[src/rtl/suma_serial.sv]
// Bit-serial M-bit adder: one full adder plus a carry flop, LSB first, with
// start/busy/done handshake and held result/flag registers for the ALU mux.
module suma_serial #(
    parameter int unsigned M = 4
) (
    input  logic         clk,
    input  logic         rst,
    input  logic         start,
    input  logic [M-1:0] A,
    input  logic [M-1:0] B,
    output logic         busy,
    output logic         done,
    output logic [M-1:0] R,
    output logic         C,
    output logic         V,
    output logic         N,
    output logic         Z
);

    localparam int unsigned CW = (M > 1) ? $clog2(M) : 1;

    typedef enum logic [1:0] {StIdle, StRun, StDone} state_e;

    state_e        state_q, state_d;
    logic [M-1:0]  a_sh_q, a_sh_d;
    logic [M-1:0]  b_sh_q, b_sh_d;
    logic [M-1:0]  sum_sh_q, sum_sh_d;
    logic          c_q, c_d;
    logic [CW-1:0] cnt_q, cnt_d;
    logic          busy_q, busy_d;
    logic          done_q, done_d;
    logic [M-1:0]  r_q, r_d;
    logic          cf_q, cf_d;
    logic          vf_q, vf_d;
    logic          nf_q, nf_d;
    logic          zf_q, zf_d;

    logic          s_bit;
    logic          cout;
    logic [M-1:0]  sum_full;
    logic          last_bit;

    // Full adder on the operand LSBs and the assembled sum including this bit.
    always_comb begin
        s_bit    = a_sh_q[0] ^ b_sh_q[0] ^ c_q;
        cout     = (a_sh_q[0] & b_sh_q[0]) | (a_sh_q[0] & c_q) | (b_sh_q[0] & c_q);
        sum_full = {s_bit, sum_sh_q[M-1:1]};
        last_bit = (cnt_q == CW'(M - 1));
    end

    // Next-state logic for the sequencer, datapath shifters and held results.
    always_comb begin
        state_d  = state_q;
        a_sh_d   = a_sh_q;
        b_sh_d   = b_sh_q;
        sum_sh_d = sum_sh_q;
        c_d      = c_q;
        cnt_d    = cnt_q;
        busy_d   = 1'b0;
        done_d   = 1'b0;
        r_d      = r_q;
        cf_d     = cf_q;
        vf_d     = vf_q;
        nf_d     = nf_q;
        zf_d     = zf_q;

        unique case (state_q)
            StIdle: begin
                if (start) begin
                    state_d = StRun;
                    a_sh_d  = A;
                    b_sh_d  = B;
                    c_d     = 1'b0;
                    cnt_d   = '0;
                    busy_d  = 1'b1;
                end
            end
            StRun: begin
                a_sh_d   = a_sh_q >> 1;
                b_sh_d   = b_sh_q >> 1;
                sum_sh_d = sum_full;
                c_d      = cout;
                if (last_bit) begin
                    state_d = StDone;
                    done_d  = 1'b1;
                    r_d     = sum_full;
                    cf_d    = cout;
                    // c_q is the carry into the MSB on this final step
                    vf_d    = c_q ^ cout;
                    nf_d    = s_bit;
                    zf_d    = (sum_full == '0);
                end else begin
                    cnt_d  = cnt_q + CW'(1);
                    busy_d = 1'b1;
                end
            end
            StDone: begin
                // start is deliberately not sampled here
                state_d = StIdle;
            end
            default: begin
                state_d = StIdle;
            end
        endcase
    end

    // State registers with synchronous active-high reset clearing everything.
    always_ff @(posedge clk) begin
        if (rst) begin
            state_q  <= StIdle;
            a_sh_q   <= '0;
            b_sh_q   <= '0;
            sum_sh_q <= '0;
            c_q      <= 1'b0;
            cnt_q    <= '0;
            busy_q   <= 1'b0;
            done_q   <= 1'b0;
            r_q      <= '0;
            cf_q     <= 1'b0;
            vf_q     <= 1'b0;
            nf_q     <= 1'b0;
            zf_q     <= 1'b0;
        end else begin
            state_q  <= state_d;
            a_sh_q   <= a_sh_d;
            b_sh_q   <= b_sh_d;
            sum_sh_q <= sum_sh_d;
            c_q      <= c_d;
            cnt_q    <= cnt_d;
            busy_q   <= busy_d;
            done_q   <= done_d;
            r_q      <= r_d;
            cf_q     <= cf_d;
            vf_q     <= vf_d;
            nf_q     <= nf_d;
            zf_q     <= zf_d;
        end
    end

    assign busy = busy_q;
    assign done = done_q;
    assign R    = r_q;
    assign C    = cf_q;
    assign V    = vf_q;
    assign N    = nf_q;
    assign Z    = zf_q;

endmodule
[config.mk]
export PLATFORM = sky130hd
export DESIGN_NAME = suma_serial
export DESIGN_NICKNAME = d
export VERILOG_FILES = /design/src/rtl/suma_serial.sv
export SDC_FILE = /design/constraint.sdc
export NUM_CORES = 1
export LEC_CHECK = 0
export CAP_MARGIN = 5
export CORE_ASPECT_RATIO = 0.6
export CORE_MARGIN = 3
export CORE_UTILIZATION = 40
export CTS_BUF_LIST = sky130_fd_sc_hd__clkbuf_4
export DETAILED_ROUTE_END_ITERATION = 10
export REMOVE_ABC_BUFFERS = 1
export SYNTH_ARGS = -nofsm -noshare
export SYNTH_HDL_FRONTEND = slang
export SYNTH_SLANG_ARGS = --single-unit
[constraint.sdc]
create_clock -name clk -period 3.8 [get_ports clk]
set_clock_uncertainty 0.05 [all_clocks]
set_input_delay 0.38 -clock clk [delete_from_list [all_inputs] [get_ports clk]]
set_output_delay 0.38 -clock clk [all_outputs]
set_load 0.1 [all_outputs]
# After elaboration in Yosys (flattened, before gate mapping)
# Index checks and enable logic that the tools add are counted.
# op_classes
n_eq_ne	5
n_reduce_logical	8
bitwise_logic	9
mux	16
addsub	1
# op_table
op	n
case mux 4 bit (2 select lines)	2
2-to-1 mux 2 bit	4
2-to-1 mux 4 bit	2
case mux 2 bit (2 select lines)	2
inequality test 2 bit, second input constant	3
AND reduction 2 bit	3
logical NOT 4 bit	1
2-to-1 mux 1 bit	4
case mux 1 bit (2 select lines)	2
AND 1 bit	3
AND reduction 3 bit	1
bitwise XOR 1 bit	3
adder 2 x 1 -> 2 bit, second input constant	1
== test 2 x 1 -> 1 bit, second input constant	1
== test 2 bit, second input constant	1
logical NOT 2 bit	1
bitwise OR 1 bit	2
nonzero test 2 bit	1
OR reduction 2 bit	1
NOT 1 bit	1
# word_totals
inputBits	11
reg_bits	27
elab_cells	52
out_inout_bits	10

# Logic depth before layout (Yosys ltp)
# Gate-level depths: netlist of run 1.
# logic_depth
ltp_word	4
depth_mapped	5
ltp_nobuf	5

# Worst setup path before layout of run 1
# No wires, ideal clock.
# synth_timing
path_kind	flip-flop to output port
from	register r_q[3] (netlist: R[3])
to	output port R[3]
path_buffers	1
arrival_ns	1.374
slack_ns	1.996
required_ns	3.370
stages_incl_launch_ff	2
path_cell_list	dfxtp_1 > buf_4
# synth_rtl
element	line	rtl
start: declaration	32	logic [M-1:0] r_q, r_d;
start signal: assignment	132	r_q <= r_d;
end: declaration	13	output logic [M-1:0] R,
# No word-level cell between the ends.

==> run metrics, run 1 <==
status=finished clean; Post-DRT Antenna Nets=0; synth warn=0; crit path buf inv count=1; area added between synthesis and finish=19.8%; Synth Register Bits=25; largest net degree at the start of global routing=26; synth cell count leaders=dfxtp_1, nor2_1, nand2_1; dpl hpwl=1.47 mm; CP max stage cell=clkdlybuf4s50_1; worst min path class=register to register; DRT iter0 DRCs=57; Synth cell types=30; final critical-path share of the clock period=0.596; Cell Pwr Density=380 nW/um^2; antenna cells=0; slew margin rel.=0.347; CTS resizes=0; Setup crit end kind=output port; htree depth=1; Clock Tree Root=clkbuf_4; clock insertion delay at the later pin of the skew report=310 ps; Core Footprint=between 2000 and 2500 um^2; slowest stage delay, CP=1140 ps; fin nets=139; Slew Limit Fails=0; TritonCTS Buffers=3; post-synth top area cell=dfxtp_1; Die Area=3310 um^2; worst vdd ir=0.000236 V; vias in the first global route=734; CP top delay family=buffers and inverters; CP Max Fanout=3; hold_buf cts=0; synth top area cells=dfxtp_1, nor2_1, a211oi_1; vias=around 840; syn avg cell area=about 9.7 um^2; Total GRT Usage=0.132; Final min period=2260 ps; share of the synthesized area in the top cell type=0.474; most common cell in the netlist=dfxtp_1; Final Hold Fails=0; crit start category=register; Initial Util=0.454; Worst EP required=around 3400 ps; CTS max path bufs=2; clk slew on worst S/H paths=130 ps; DR vias/cell=5.39; CTS sink count=25; sequential area share after synthesis=0.474; r2r setup slk=2170 ps; overall power consumption=480 uW; endpoints failing setup=0; RSZ-0062 raised after global routing=false; # IOs=21; actual slew at the worst max-slew pin=977 ps; post-CTS setup repair buffer count=0; max cap viols=0; Routed wire per std cell=13.4 um; Port Buf Inserts=20; top_reg_cell synth=dfxtp_1; GP Congestion=0.775; Syn Inst Count=around 110; CTS tree=done; Setup TNS=0 ps; final WL=2.08 mm; Worst EP arrival=between 1500 and 2000 ps; CP cell instances=clkdlybuf4s50_1; DRC viols=0; row cnt=13; Die W=72.3 um; Pre-antenna DRT Iters=4; Post-synth EDFFs=0; initial antenna violation count=0; mapped cell area=between 1000 and 1500 um^2; Die H=45.8 um; GR Overflow Total=0; crit path kind=register to output port; Async S/R FF share, synth=0; layout cell share with drive strength beyond 1=0.0880; Leakage=0.000435 uW; max frequency=442 MHz; first-pass GRT wire length=3.37 mm
## area by class of cell
| cell class | count | area (um^2) |
|---|---|---|
| clock buffer | 4 | 30.0 |
| timing repair buffer | 20 | 200 |
| sequential | 25 | 500 |
| tap | 30 | 37.5 |
| fill | 205 | 1060 |
| multi-input combinational | 71 | 475 |
| inverter | 5 | 21.3 |
## per-stage QoR
step / std cells / hold WS (ps) / utilization / instance area [um^2] / worst slack [ps]
floorplan: 101 / 388 / - / 997 / 1720
detailed placement: 151 / 396 / 0.531 / 1230 / 1900
CTS: 155 / 414 / 0.544 / 1260 / 1510
finish: 155 / 411 / 0.544 / 1260 / 1540
global route: 155 / 443 / 0.544 / 1260 / 1470
global placement: 151 / 392 / 0.531 / 1230 / 1910
## logic make-up after synthesis
group,share of synthesized area
compound gates,0.227
simple gates,0.165
fa+ha+maj,0.0308
mux,0.0190
flops,0.474
xor+xnor,0.00830
buf+inv,0.0758
## state kept, by name, summed over array words and instances, names as in the netlist
register,cells
sum_sh_q,3
cnt_q,2
b_sh_q,4
state_q,2
Z,1
busy,1
done,1
R,4
c_q,1
V,1
a_sh_q,4
C,1
## metal layers
metal | track usage | wire, um | vias up
li1 | - | - | 419
met1 | 0.194 | 1120 | 392
met2 | 0.184 | 819 | 23
met3 | 0.0463 | 132 | 2
met4 | 0.0225 | 10 | 0
met5 | 0 | 0 | -
## worst paths after layout
kind	from	to	depth (start not counted)
hold reg to reg	V$_SDFFE_PP0P_	V$_SDFFE_PP0P_	2
setup reg to reg	c_q$_SDFFE_PP0P_	Z$_SDFFE_PP0P_	5
hold / removal	V$_SDFFE_PP0P_	V$_SDFFE_PP0P_	2
setup / recovery	R[3]$_SDFFE_PP0P_	N	1
## cells in the final DEF, fill, tap and decap left out, types with 2 or more instances in the layout
cell,count
clkbuf_4,4
nand3b_1,2
a22oi_1,2
inv_1,4
nor2_1,14
nand2_1,12
a21oi_1,6
a31oi_1,2
a211oi_2,3
a221oi_1,2
o22ai_1,6
nor4b_1,2
a211oi_1,6
clkdlybuf4s50_1,20
nand2b_1,2
dfxtp_1,25
mux2i_1,2
## power by group
group | leakage (uW) | total (uW) | switching [uW] | internal (uW)
clock network | 0.0000184 | 124 | 76.3 | 48.1
logic | 0.000212 | 71.3 | 37.9 | 33.4
registers | 0.000204 | 285 | 10.2 | 274
total | 0.000435 | 480 | 124 | 356
Power figures use the tool's default switching activity.
==> run 2, diff against run 1 <==
==> constraint.sdc (replaced) <==
create_clock -name clk -period 2.3 [get_ports clk]
set_clock_uncertainty 0.05 [all_clocks]
set_input_delay 0.23 -clock clk [delete_from_list [all_inputs] [get_ports clk]]
set_output_delay 0.23 -clock clk [all_outputs]
set_load 0.1 [all_outputs]
==> run 2 against run 1 <==
Against the previous run:
- setup slack got worse by 820 ps
- sequential share of layout area increased by 0.32 points
- worst hold slack improved by 6.6 ps
- die area unchanged
- clock power increased by 65%
- critical path depth increased by 4
- combinational power increased by 74%
- register-to-register slack got worse by 1500 ps
- critical path type is now register to register
==> run metrics, run 2 (synthesis results as in run 1) <==
Setup crit end kind=register; worst vdd ir=roughly 0.00043 V; Routed wire per std cell=about 14 um; CP Max Fanout=3; Net Sw Frac=0.257; area added between synthesis and finish=18.8%; overall power consumption=between 700 and 800 uW; Final Hold Fails=0; status=finished clean; slew margin rel.=0.753; first-pass GRT wire length=3.44 mm; DRT iter0 DRCs=50; layout cell share with drive strength beyond 1=0.181; post-CTS setup repair buffer count=0; final critical-path share of the clock period=0.689; Slew Limit Fails=0; CTS sink count=25; Core Footprint=2330 um^2; P_int=590 uW; htree depth=1; max frequency=631 MHz; dpl hpwl=1.58 mm; Initial Util=0.454; slowest stage delay, CP=~560 ps; crit path kind=register to register; Worst EP arrival=1800 ps; hold path depth=2; GP Congestion=0.729; actual slew at the worst max-slew pin=approximately 370 ps; vias in the first global route=685; CTS resizes=0; row cnt=13; Total GRT Usage=0.140; max cap viols=0; GR Overflow Total=0; hold_buf cts=0; Leakage=0.000465 uW; # IOs=21; CP cell instances=inv_1, fa_1, nor4b_1, nand2_1, a21oi_1; initial antenna violation count=0; commonest non-fill, non-tap cells in the layout=dfxtp_1, nor2_1, nand2_1, buf_4, clkdlybuf4s50_1; crit start category=register; vias=approximately 820; Port Buf Inserts=20; sequential share of power=0.588; RSZ-0062 raised after global routing=false; Worst EP required=2510 ps; TritonCTS Buffers=3; clock network fraction of total power=0.256; fin nets=around 140; DR vias/cell=5.22; most common cell after layout, fill and taps aside=dfxtp_1; DRC viols=0; worst min path class=register to register; CTS tree=done; clock insertion delay at the later pin of the skew report=320 ps; Die W=72.3 um; Combinational Power Share=0.156; Die H=45.8 um; final WL=2.16 mm; antenna cells=0; Pre-antenna DRT Iters=4; largest net degree at the start of global routing=26; CTS max path bufs=2; sw power=204 uW; CP max stage cell=fa_1; Clock Tree Root=clkbuf_4; R2R depth=5; endpoints failing setup=0; Post-DRT Antenna Nets=0; Setup TNS=0 ps; Final min period=around 1600 ps; Cell Pwr Density=about 630 nW/um^2; clk slew on worst S/H paths=130 ps; Die Area=3310 um^2
## run 2: cell types whose count changed in the layout (fill, tap and decap cells not counted), sizes merged
cell | previous run | this run
clkdlybuf4s50 | 20 | 10
buf | 0 | 12
## run 2: final cells by class
| type | count | area, um^2 |
|---|---|---|
| Fill cell | 204 | 1070 |
| Tap cell | 30 | 37.5 |
| Sequential cell | 25 | 500 |
| Clock buffer | 4 | 30.0 |
| Inverter | 5 | 21.3 |
| Multi-Input combinational cell | 71 | 475 |
| Timing Repair Buffer | 22 | 190 |
## run 2: critical path: cells and delay by family (launching register included)
| family | cells | cell delay [ps] |
|---|---|---|
| AOI/OAI and AO/OA | 1 | 140 |
| adders and majority gates | 1 | 560 |
| buffers and inverters | 1 | 80 |
| DFF | 1 | 370 |
| and+or+nand+nor | 2 | 340 |
## run 2: metal layers
metal  wire [um]  vias to the layer above  global-route usage
li1            -                      418                   -
met1        1140                      371               0.214
met2         849                       28               0.179
met3         161                        2              0.0529
met4          10                        0              0.0337
met5           0                        -                   0
## run 2: power by group through the flow
stage               Sequential, uW  Clock (uW)  Combinational (uW)
floorplan                      488           0                64.6
global placement               476           0                 122
detailed placement             476           0                 123
CTS                            467         213                 124
global route                   470         236                 135
finish                         467         204                 124
## run 2: final timing paths
path | endpoint | slack [ps] | start
setup / recovery | Z$_SDFFE_PP0P_ | 720 | c_q$_SDFFE_PP0P_
hold / removal | R[2]$_SDFFE_PP0P_ | 420 | R[2]$_SDFFE_PP0P_
setup reg to reg | Z$_SDFFE_PP0P_ | 720 | c_q$_SDFFE_PP0P_
hold reg to reg | R[2]$_SDFFE_PP0P_ | 420 | R[2]$_SDFFE_PP0P_
## run 2: metrics by stage
stage	util	setup slack [ps]	area, um^2	hold WS, ps	instances
finish	0.540	716	1250	418	157
floorplan	-	215	997	245	101
global placement	0.527	741	1220	395	153
global route	0.540	580	1250	444	157
CTS	0.540	719	1250	424	157
detailed placement	0.527	697	1220	405	153
